==> config.mk <==
export PLATFORM = sky130hd
export DESIGN_NAME = seq_divider_8bit
export DESIGN_NICKNAME = d
export VERILOG_FILES = /design/src/rtl/seq_divider_8bit.sv
export SDC_FILE = /design/constraint.sdc
export NUM_CORES = 1
export LEC_CHECK = 0
export ABC_AREA = 1
export CORE_UTILIZATION = 56
export CTS_BUF_LIST = sky130_fd_sc_hd__clkbuf_8
export DETAILED_ROUTE_END_ITERATION = 10
export PLACE_DENSITY = 0.94
export SYNTH_ARGS = -nofsm -noshare
export SYNTH_HDL_FRONTEND = slang
export SYNTH_SLANG_ARGS = --single-unit
==> constraint.sdc <==
create_clock -name i_clk -period 2.2 [get_ports i_clk]
set_input_delay 0.44 -clock i_clk [delete_from_list [all_inputs] [get_ports i_clk]]
set_output_delay 0.44 -clock i_clk [all_outputs]
set_load 0.02 [all_outputs]
==> src/rtl/seq_divider_8bit.sv <==
// seq_divider_8bit: multi-cycle restoring divider producing quotient and
// remainder of i_dividend / i_divisor. It has valid/ready handshakes on both
// the operand side and the result side.
// Optional feature macro: SEQ_DIV_SIGNED_EN. When it is defined, an i_signed
// port is added and two's complement division is supported. When it is not
// defined, the divider is unsigned only and o_overflow is tied to 0.
module seq_divider_8bit #(
    parameter int WIDTH = 8
) (
    input  logic             i_clk,
    input  logic             i_rst_n,
    input  logic             i_valid,
    output logic             o_ready,
    input  logic [WIDTH-1:0] i_dividend,
    input  logic [WIDTH-1:0] i_divisor,
`ifdef SEQ_DIV_SIGNED_EN
    input  logic             i_signed,
`endif
    output logic             o_valid,
    input  logic             i_ready,
    output logic [WIDTH-1:0] o_quotient,
    output logic [WIDTH-1:0] o_remainder,
    output logic             o_div_by_zero,
    output logic             o_overflow
);

    localparam int CW = (WIDTH > 1) ? $clog2(WIDTH) : 1;

    typedef enum logic [1:0] {IDLE, CALC, DONE} state_t;

    state_t           r_state, w_nxtState;
    logic [CW-1:0]    r_count, w_nxtCount;
    logic [WIDTH-1:0] r_rem, w_nxtRem;
    logic [WIDTH-1:0] r_dq, w_nxtDq;
    logic [WIDTH-1:0] r_divisor, w_nxtDivisor;
    logic             r_negQ, w_nxtNegQ;
    logic             r_negR, w_nxtNegR;
    logic             w_nxtReady, w_nxtValid, w_nxtDbz;
    logic [WIDTH-1:0] w_nxtQuot, w_nxtRemOut;

    logic             w_signed;
    logic             w_dvdNeg, w_dvsNeg;
    logic [WIDTH-1:0] w_dvdMag, w_dvsMag;
    logic [WIDTH:0]   w_shift, w_trial;
    logic             w_qBit;
    logic [WIDTH-1:0] w_iterRem, w_iterDq;
    logic             w_isLast;

`ifdef SEQ_DIV_SIGNED_EN
    logic r_ovfPend, w_nxtOvfPend;
    logic w_nxtOvf;
    logic w_minOverNeg1;
    assign w_signed      = i_signed;
    assign w_minOverNeg1 = i_signed && (i_dividend == {1'b1, {(WIDTH-1){1'b0}}})
                                    && (i_divisor == {WIDTH{1'b1}});
`else
    assign w_signed   = 1'b0;
    assign o_overflow = 1'b0;
`endif

    // Operand magnitudes: the core always divides unsigned magnitudes.
    assign w_dvdNeg = w_signed & i_dividend[WIDTH-1];
    assign w_dvsNeg = w_signed & i_divisor[WIDTH-1];
    assign w_dvdMag = w_dvdNeg ? ({WIDTH{1'b0}} - i_dividend) : i_dividend;
    assign w_dvsMag = w_dvsNeg ? ({WIDTH{1'b0}} - i_divisor) : i_divisor;

    // One restoring step. r_dq starts out holding the dividend and
    // gradually fills with quotient bits from the LSB end.
    assign w_shift   = {r_rem, r_dq[WIDTH-1]};
    assign w_trial   = w_shift + (~{1'b0, r_divisor}) + {{WIDTH{1'b0}}, 1'b1};
    assign w_qBit    = ~w_trial[WIDTH];
    assign w_iterRem = w_qBit ? w_trial[WIDTH-1:0] : w_shift[WIDTH-1:0];
    assign w_iterDq  = {r_dq[WIDTH-2:0], w_qBit};
    assign w_isLast  = (r_count == CW'(WIDTH-1));

    // Next-state and next-register values for the handshake FSM and datapath
    always_comb begin
        w_nxtState   = r_state;
        w_nxtCount   = r_count;
        w_nxtRem     = r_rem;
        w_nxtDq      = r_dq;
        w_nxtDivisor = r_divisor;
        w_nxtNegQ    = r_negQ;
        w_nxtNegR    = r_negR;
        w_nxtReady   = o_ready;
        w_nxtValid   = o_valid;
        w_nxtQuot    = o_quotient;
        w_nxtRemOut  = o_remainder;
        w_nxtDbz     = o_div_by_zero;
`ifdef SEQ_DIV_SIGNED_EN
        w_nxtOvfPend = r_ovfPend;
        w_nxtOvf     = o_overflow;
`endif
        case (r_state)
            IDLE: begin
                if (i_valid) begin
                    w_nxtReady   = 1'b0;
                    w_nxtRem     = '0;
                    w_nxtDq      = w_dvdMag;
                    w_nxtDivisor = w_dvsMag;
                    w_nxtCount   = '0;
                    w_nxtNegQ    = w_dvdNeg ^ w_dvsNeg;
                    w_nxtNegR    = w_dvdNeg;
`ifdef SEQ_DIV_SIGNED_EN
                    w_nxtOvfPend = w_minOverNeg1;
`endif
                    if (i_divisor == '0) begin
                        w_nxtState  = DONE;
                        w_nxtValid  = 1'b1;
                        w_nxtQuot   = {WIDTH{1'b1}};
                        w_nxtRemOut = i_dividend;
                        w_nxtDbz    = 1'b1;
`ifdef SEQ_DIV_SIGNED_EN
                        w_nxtOvf    = 1'b0;
`endif
                    end else begin
                        w_nxtState = CALC;
                    end
                end
            end
            CALC: begin
                w_nxtRem   = w_iterRem;
                w_nxtDq    = w_iterDq;
                w_nxtCount = r_count + 1'b1;
                if (w_isLast) begin
                    w_nxtState  = DONE;
                    w_nxtValid  = 1'b1;
                    w_nxtQuot   = r_negQ ? ({WIDTH{1'b0}} - w_iterDq) : w_iterDq;
                    w_nxtRemOut = r_negR ? ({WIDTH{1'b0}} - w_iterRem) : w_iterRem;
                    w_nxtDbz    = 1'b0;
`ifdef SEQ_DIV_SIGNED_EN
                    w_nxtOvf    = r_ovfPend;
`endif
                end
            end
            DONE: begin
                if (i_ready) begin
                    w_nxtState = IDLE;
                    w_nxtValid = 1'b0;
                    w_nxtReady = 1'b1;
                end
            end
            default: begin
                w_nxtState = IDLE;
                w_nxtValid = 1'b0;
                w_nxtReady = 1'b1;
            end
        endcase
    end

    // State and output registers, with synchronous active-low reset
    always_ff @(posedge i_clk) begin
        if (!i_rst_n) begin
            r_state       <= IDLE;
            r_count       <= '0;
            r_rem         <= '0;
            r_dq          <= '0;
            r_divisor     <= '0;
            r_negQ        <= 1'b0;
            r_negR        <= 1'b0;
            o_ready       <= 1'b1;
            o_valid       <= 1'b0;
            o_quotient    <= '0;
            o_remainder   <= '0;
            o_div_by_zero <= 1'b0;
`ifdef SEQ_DIV_SIGNED_EN
            r_ovfPend     <= 1'b0;
            o_overflow    <= 1'b0;
`endif
        end else begin
            r_state       <= w_nxtState;
            r_count       <= w_nxtCount;
            r_rem         <= w_nxtRem;
            r_dq          <= w_nxtDq;
            r_divisor     <= w_nxtDivisor;
            r_negQ        <= w_nxtNegQ;
            r_negR        <= w_nxtNegR;
            o_ready       <= w_nxtReady;
            o_valid       <= w_nxtValid;
            o_quotient    <= w_nxtQuot;
            o_remainder   <= w_nxtRemOut;
            o_div_by_zero <= w_nxtDbz;
`ifdef SEQ_DIV_SIGNED_EN
            r_ovfPend     <= w_nxtOvfPend;
            o_overflow    <= w_nxtOvf;
`endif
        end
    end

endmodule

# Word-level counts from Yosys, hierarchy flattened
# Index checks and enable logic that the tools add are counted.
# totals
ff_bits	48
in_bits	20
output_inout_bits	20
wordCells	62
# classes
n_addsub	3
eq_ne	7
muxes	30
n_bitwise	3
reduce_logical	9
# op_table
operator	n
2-to-1 mux 8 bit	9
one-hot mux 8 bit (2 select lines)	4
adder 9 x 1 -> 9 bit (second input constant)	1
adder 9 bit	1
inverter 8 -> 9 bit	1
zero test 8 bit	1
2-to-1 mux 2 bit	4
inequality test 2 bit (second input constant)	4
AND reduction 4 bit	2
2-to-1 mux 1 bit	7
one-hot mux 1 bit (3 select lines)	2
one-hot mux 2 bit (3 select lines)	1
one-hot mux 3 bit (2 select lines)	1
AND reduction 3 bit	2
AND reduction 2 bit	2
adder 3 x 1 -> 3 bit (second input constant)	1
== test 3 bit (second input constant)	1
2-to-1 mux 3 bit	1
== test 2 x 1 -> 1 bit (second input constant)	1
== test 2 bit (second input constant)	1
zero test 2 bit	1
inverter 1 bit	2
one-hot mux 1 bit (2 select lines)	1
nonzero test 2 bit	1

# Logic depth before layout (Yosys ltp)
# logic_depth
ltp_word	6
mapped_depth	14
depth_no_buf	14

# Worst setup path after synthesis
# Ideal clock, no wire load.
# synth_path
path_kind	reg2reg
startpoint	reg r_dq[7]
endpoint	reg r_rem[7]
setup_time_ns	0.109
arrival_time_ns	1.635
required_ns	2.091
setup_slack_ns	0.456
path_stages_with_launch	15
n_path_buf	0
period_less_slack_ns	1.744
cell_sequence	dfxtp_1 inv_1 ha_1 inv_1 fa_1 nand2_1 nand2_1 nand3_2 nand2_2 nand2_2 nand2_4 nand3_1 nand3_1 nand2_1 inv_1
# synth_via
elab_chain_len	4
# synth_lines
item	line	rtl
from (decl)	34	logic [WIDTH-1:0] r_dq, w_nxtDq;
from (signal assigned)	174	r_dq <= w_nxtDq;
adder 9 bit	70	assign w_trial = w_shift + (~{1'b0, r_divisor}) + {{WIDTH{1'b0}}, 1'b1};
adder 9 x 1 -> 9 bit	70	
2-to-1 mux 8 bit	72	assign w_iterRem = w_qBit ? w_trial[WIDTH-1:0] : w_shift[WIDTH-1:0];
one-hot mux 8 bit (2 select lines)	94	case (r_state)
to (signal assigned)	173	r_rem <= w_nxtRem;
to (decl)	33	logic [WIDTH-1:0] r_rem, w_nxtRem;
# Every way passes these cells.
# A chain may end at the register's enable or synchronous reset.

# Final worst setup path
# layout_path
startpoint	reg r_dq[7]
endpoint	reg o_remainder[3]
# layout_via
elab_chain_len	5
# layout_lines
item	line	rtl
adder 9 bit	70	
adder 9 x 1 -> 9 bit	70	
2-to-1 mux 8 bit	72	
2-to-1 mux 8 bit	125	if (w_isLast) begin
one-hot mux 8 bit (2 select lines)	94	
to (signal assigned)	181	o_remainder <= w_nxtRemOut;
to (decl)	22	output logic [WIDTH-1:0] o_remainder,
# Every way passes these cells. The select of a mux whose other input is x is not followed.

==> summary.txt <==
Period Utilization, post-route = 0.932
Area contributors post-synth = dfxtp_1, nand2_1, inv_1
Sequential fraction of the synthesis area = 0.365
FILL cells = 336
Combined area of the multi-input logic cells = 1320 um2
Result of the run = complete, but fails checks
Area share of the leading cell type in the synthesized netlist = 0.365
Flop-to-flop setup slack = 0.15 ns
Post-CTS Hold Fix Bufs = 0
Buffers from clock root to sink, at most = 2
Final layout net count = 428
Slowest CP cell = fa_1
Standard-cell row count = 24
Crit-path max FO = 9
Core Region = 4440 um2
GR Overflow Total = 0
Endpoint arrival time on the critical path = 2.32 ns
Hold Crit Start = r_divisor[4]
Routed wire length = 6270 um
Antenna violations before repair = 0
Detailed router's first-iteration violation count = 132
Sequential cell area in the final layout = 961 um2
Number of remaining DRC errors = 2
DR vias = 2484
Data required time of the worst path = 2.46 ns
RSZ-0062 raised after global routing = false
Area fraction in compound gates after synthesis = 0.154
Final weighted congestion of routability-driven global placement = 0.917
Reg clk slew, reported paths = 0.09 ns
Area overhead of the layout relative to synthesis = 18.4%
Timing-limited maximum frequency = 487 MHz
Hold Path Cell Cnt = 2
Fin. max-slew vios = 0
Die footprint = 4970 um2
Worst vdd ir = 0.556 mV
Area of all placed cells without fillers = 3110 um2
Number of hold violations in the final report = 0
Endpoint of the worst hold-timing path = r_divisor[4]
Maximum cell stage delay along the critical path = 0.41 ns
Share of layout cells above drive strength 1 = 0.106
Leading cell types in the layout, fill and taps excluded = nand2_1, inv_1, dfxtp_1, clkdlybuf4s50_1, nand3_1
Number of cells traversed by the worst register-to-register path = 13
Post-detailed-route count of antenna-violating nets = 0
All-layer global routing usage = 0.272
Syn Std Cell Area = 2630 um2
CTS Root Cell = clkbuf_8
Largest clock skew in the final design = 0.00650 ns
Setup repair bufs after CTS = 0
Synthesized-area fraction occupied by and/or/nand/nor cells = 0.281
Post-synthesis mux area share = 0
First-pass GRT wire length = 10700 um
Clock network fraction of design power = 0.265
Post-CTS sizing = 0
Die Ht = 70.5 um
Initial cell density of the core = 0.592
Combinational share of power = 0.284
Internal Pwr Total = 1.40 mW
Setup TNS = 0 ns
Endpoint of the worst-slack reg-to-reg timing path = o_remainder[3]
Synth Net Count = 393
Reported net switching power = 736 uW
Number of cells produced by synthesis = 362
Post-placement cell area = 3020 um2
Final antenna diode count = 0
Worst path bufs/invs = 3
Violations in the final reports = design-rule violations
Shortest period the worst path allows = 2.05 ns
Largest family of logic cells by synthesized area = simple AND/OR/NAND/NOR gates
Count of max-cap constraint violations = 0
Type of the tightest min-delay check = reg2reg
DRT Pass-1 Iters = 8
Switching portion of total power = 0.345
PwrDens = 684 nW/um2
List of cells traversed by the critical path = inv_1 -> ha_1 -> inv_1 -> fa_1 -> nand2_1 -> nand2_1 -> nand3_2 -> nand3_1 -> nand2_4 -> nand3_1 -> nand3_1 -> nand2_1 -> inv_1
Xor and xnor area share after synthesis = 0.00999
Number of synthesized flops with an enable pin = 0
Average footprint of a synthesized cell = 7.27 um2
Primary FF master, synth = dfxtp_1
Count of endpoints failing setup in the final report = 0
Crit Path Class = reg2reg
Average detailed-routed wire length per instance = 13.9 um
Launching instance or port of the critical path = r_dq[7]
Family with the most delay on the worst path = simple AND/OR/NAND/NOR gates
Worst reg2reg startpoint = r_dq[7]
Most common cell after layout, fill and taps aside = nand2_1
CTS H-tree depth = 2
Worst-Skew Late Latency = 0.31 ns
Die W = 70.5 um
Number of buffers created by CTS = 5
Count of input and output buffers = 38
TritonCTS clock tree = done
Area leader, netlist = dfxtp_1
Count of boundary I/O pins = 40
Number of global-route vias before repair = 2388
Crit start category = flop
Sequential share of power = 0.451
Critical Path End Type = flop
Leakage power = 1.57 nW
Count of cell types in the netlist = 34
FFs w/ async S/R, synth = 0
Ys Warns = 0
Largest net degree at the start of global routing = 29
Count of state elements after synthesis = 48
CTS sink count = 48
Half-perimeter wire length after detailed placement = 4560 um
Vias per cell = 5.52
Fraction of the mapped netlist area in adder cells = 0.0552
==> worst max path at each step <==
| stage | end | slack, ns | depth (start not counted) |
|---|---|---|---|
| 2_1_floorplan | r_rem[7] | 0.46 | 14 |
| 3_3_place_gp | o_remainder[6] | 0.26 | 10 |
| 3_5_place_dp | o_remainder[2] | 0.18 | 10 |
| 4_1_cts | o_remainder[5] | 0.14 | 13 |
| 5_1_grt | o_remainder[5] | 0.003 | 13 |
| 6_report | o_remainder[3] | 0.15 | 13 |
==> worst min-delay path, delay by kind of cell (launching register included) <==
family          cells  cell delay [ns]
compound gates      1             0.06
flops               1             0.30
buf+inv             1             0.07
==> power by group through the flow <==
stage	clock network, mW	registers (mW)	logic (mW)
final	0.565	0.961	0.605
after global routing	0.598	0.966	0.673
after CTS	0.568	0.959	0.599
after detailed placement	0	0.979	0.593
after global placement	0	0.976	0.569
after floorplan	0	0.970	0.457
==> Yosys cell counts (2+ instances only) <==
| library cell | n |
|---|---|
| a21boi_0 | 6 |
| a21oi_1 | 13 |
| a31oi_1 | 9 |
| buf_2 | 4 |
| buf_4 | 4 |
| buf_6 | 2 |
| clkbuf_1 | 4 |
| dfxtp_1 | 48 |
| ha_1 | 10 |
| inv_1 | 65 |
| inv_2 | 5 |
| nand2_1 | 77 |
| nand2_2 | 6 |
| nand2_4 | 5 |
| nand3_1 | 32 |
| nand3_2 | 9 |
| nor2_1 | 12 |
| o21ai_0 | 23 |
| o21ai_1 | 6 |
| o221ai_1 | 7 |
| xor2_1 | 2 |
==> final cells by class <==
class	instances	share of cell area
timing repair buffer	42	0.132
sequential	48	0.309
clock inverter	2	0.00442
tap	52	0.0209
clock buffer	6	0.0265
multi-input combinational	230	0.423
inverter	70	0.0844
==> flip-flops by register name, summed over array words and instances, names as in the netlist <==
| name | flops |
|---|---|
| o_div_by_zero | 1 |
| o_quotient | 8 |
| o_ready | 1 |
| o_remainder | 8 |
| o_valid | 1 |
| r_count | 3 |
| r_divisor | 8 |
| r_dq | 8 |
| r_rem | 8 |
| r_state | 2 |
==> kinds of logic (layout without fill, tap and decap cells) <==
| family | count (synthesis) | count (layout) |
|---|---|---|
| simple gates | 147 | 147 |
| other cells | 1 | 1 |
| compound gates | 68 | 68 |
| buf+inv | 84 | 120 |
| xor+xnor | 3 | 3 |
| fa+ha+maj | 11 | 11 |
| flops | 48 | 48 |
==> through the flow <==
step	total power [mW]	setup slack, ns	std cells	hold WS, ns	utilization
after detailed placement	1.57	0.182	442	0.464	0.679
after floorplan	1.43	0.456	362	0.433	-
final	2.13	0.149	450	0.472	0.701
after global routing	2.24	0.00312	450	0.495	0.701
after CTS	2.13	0.145	450	0.477	0.701
after global placement	1.54	0.256	442	0.446	0.679
==> layer usage <==
layer	routed length (um)	GRT usage
met4	132	0.111
met5	0	0
met2	3250	0.497
met3	265	0.0442
met1	2620	0.317
(Power assumes the default switching activity.)
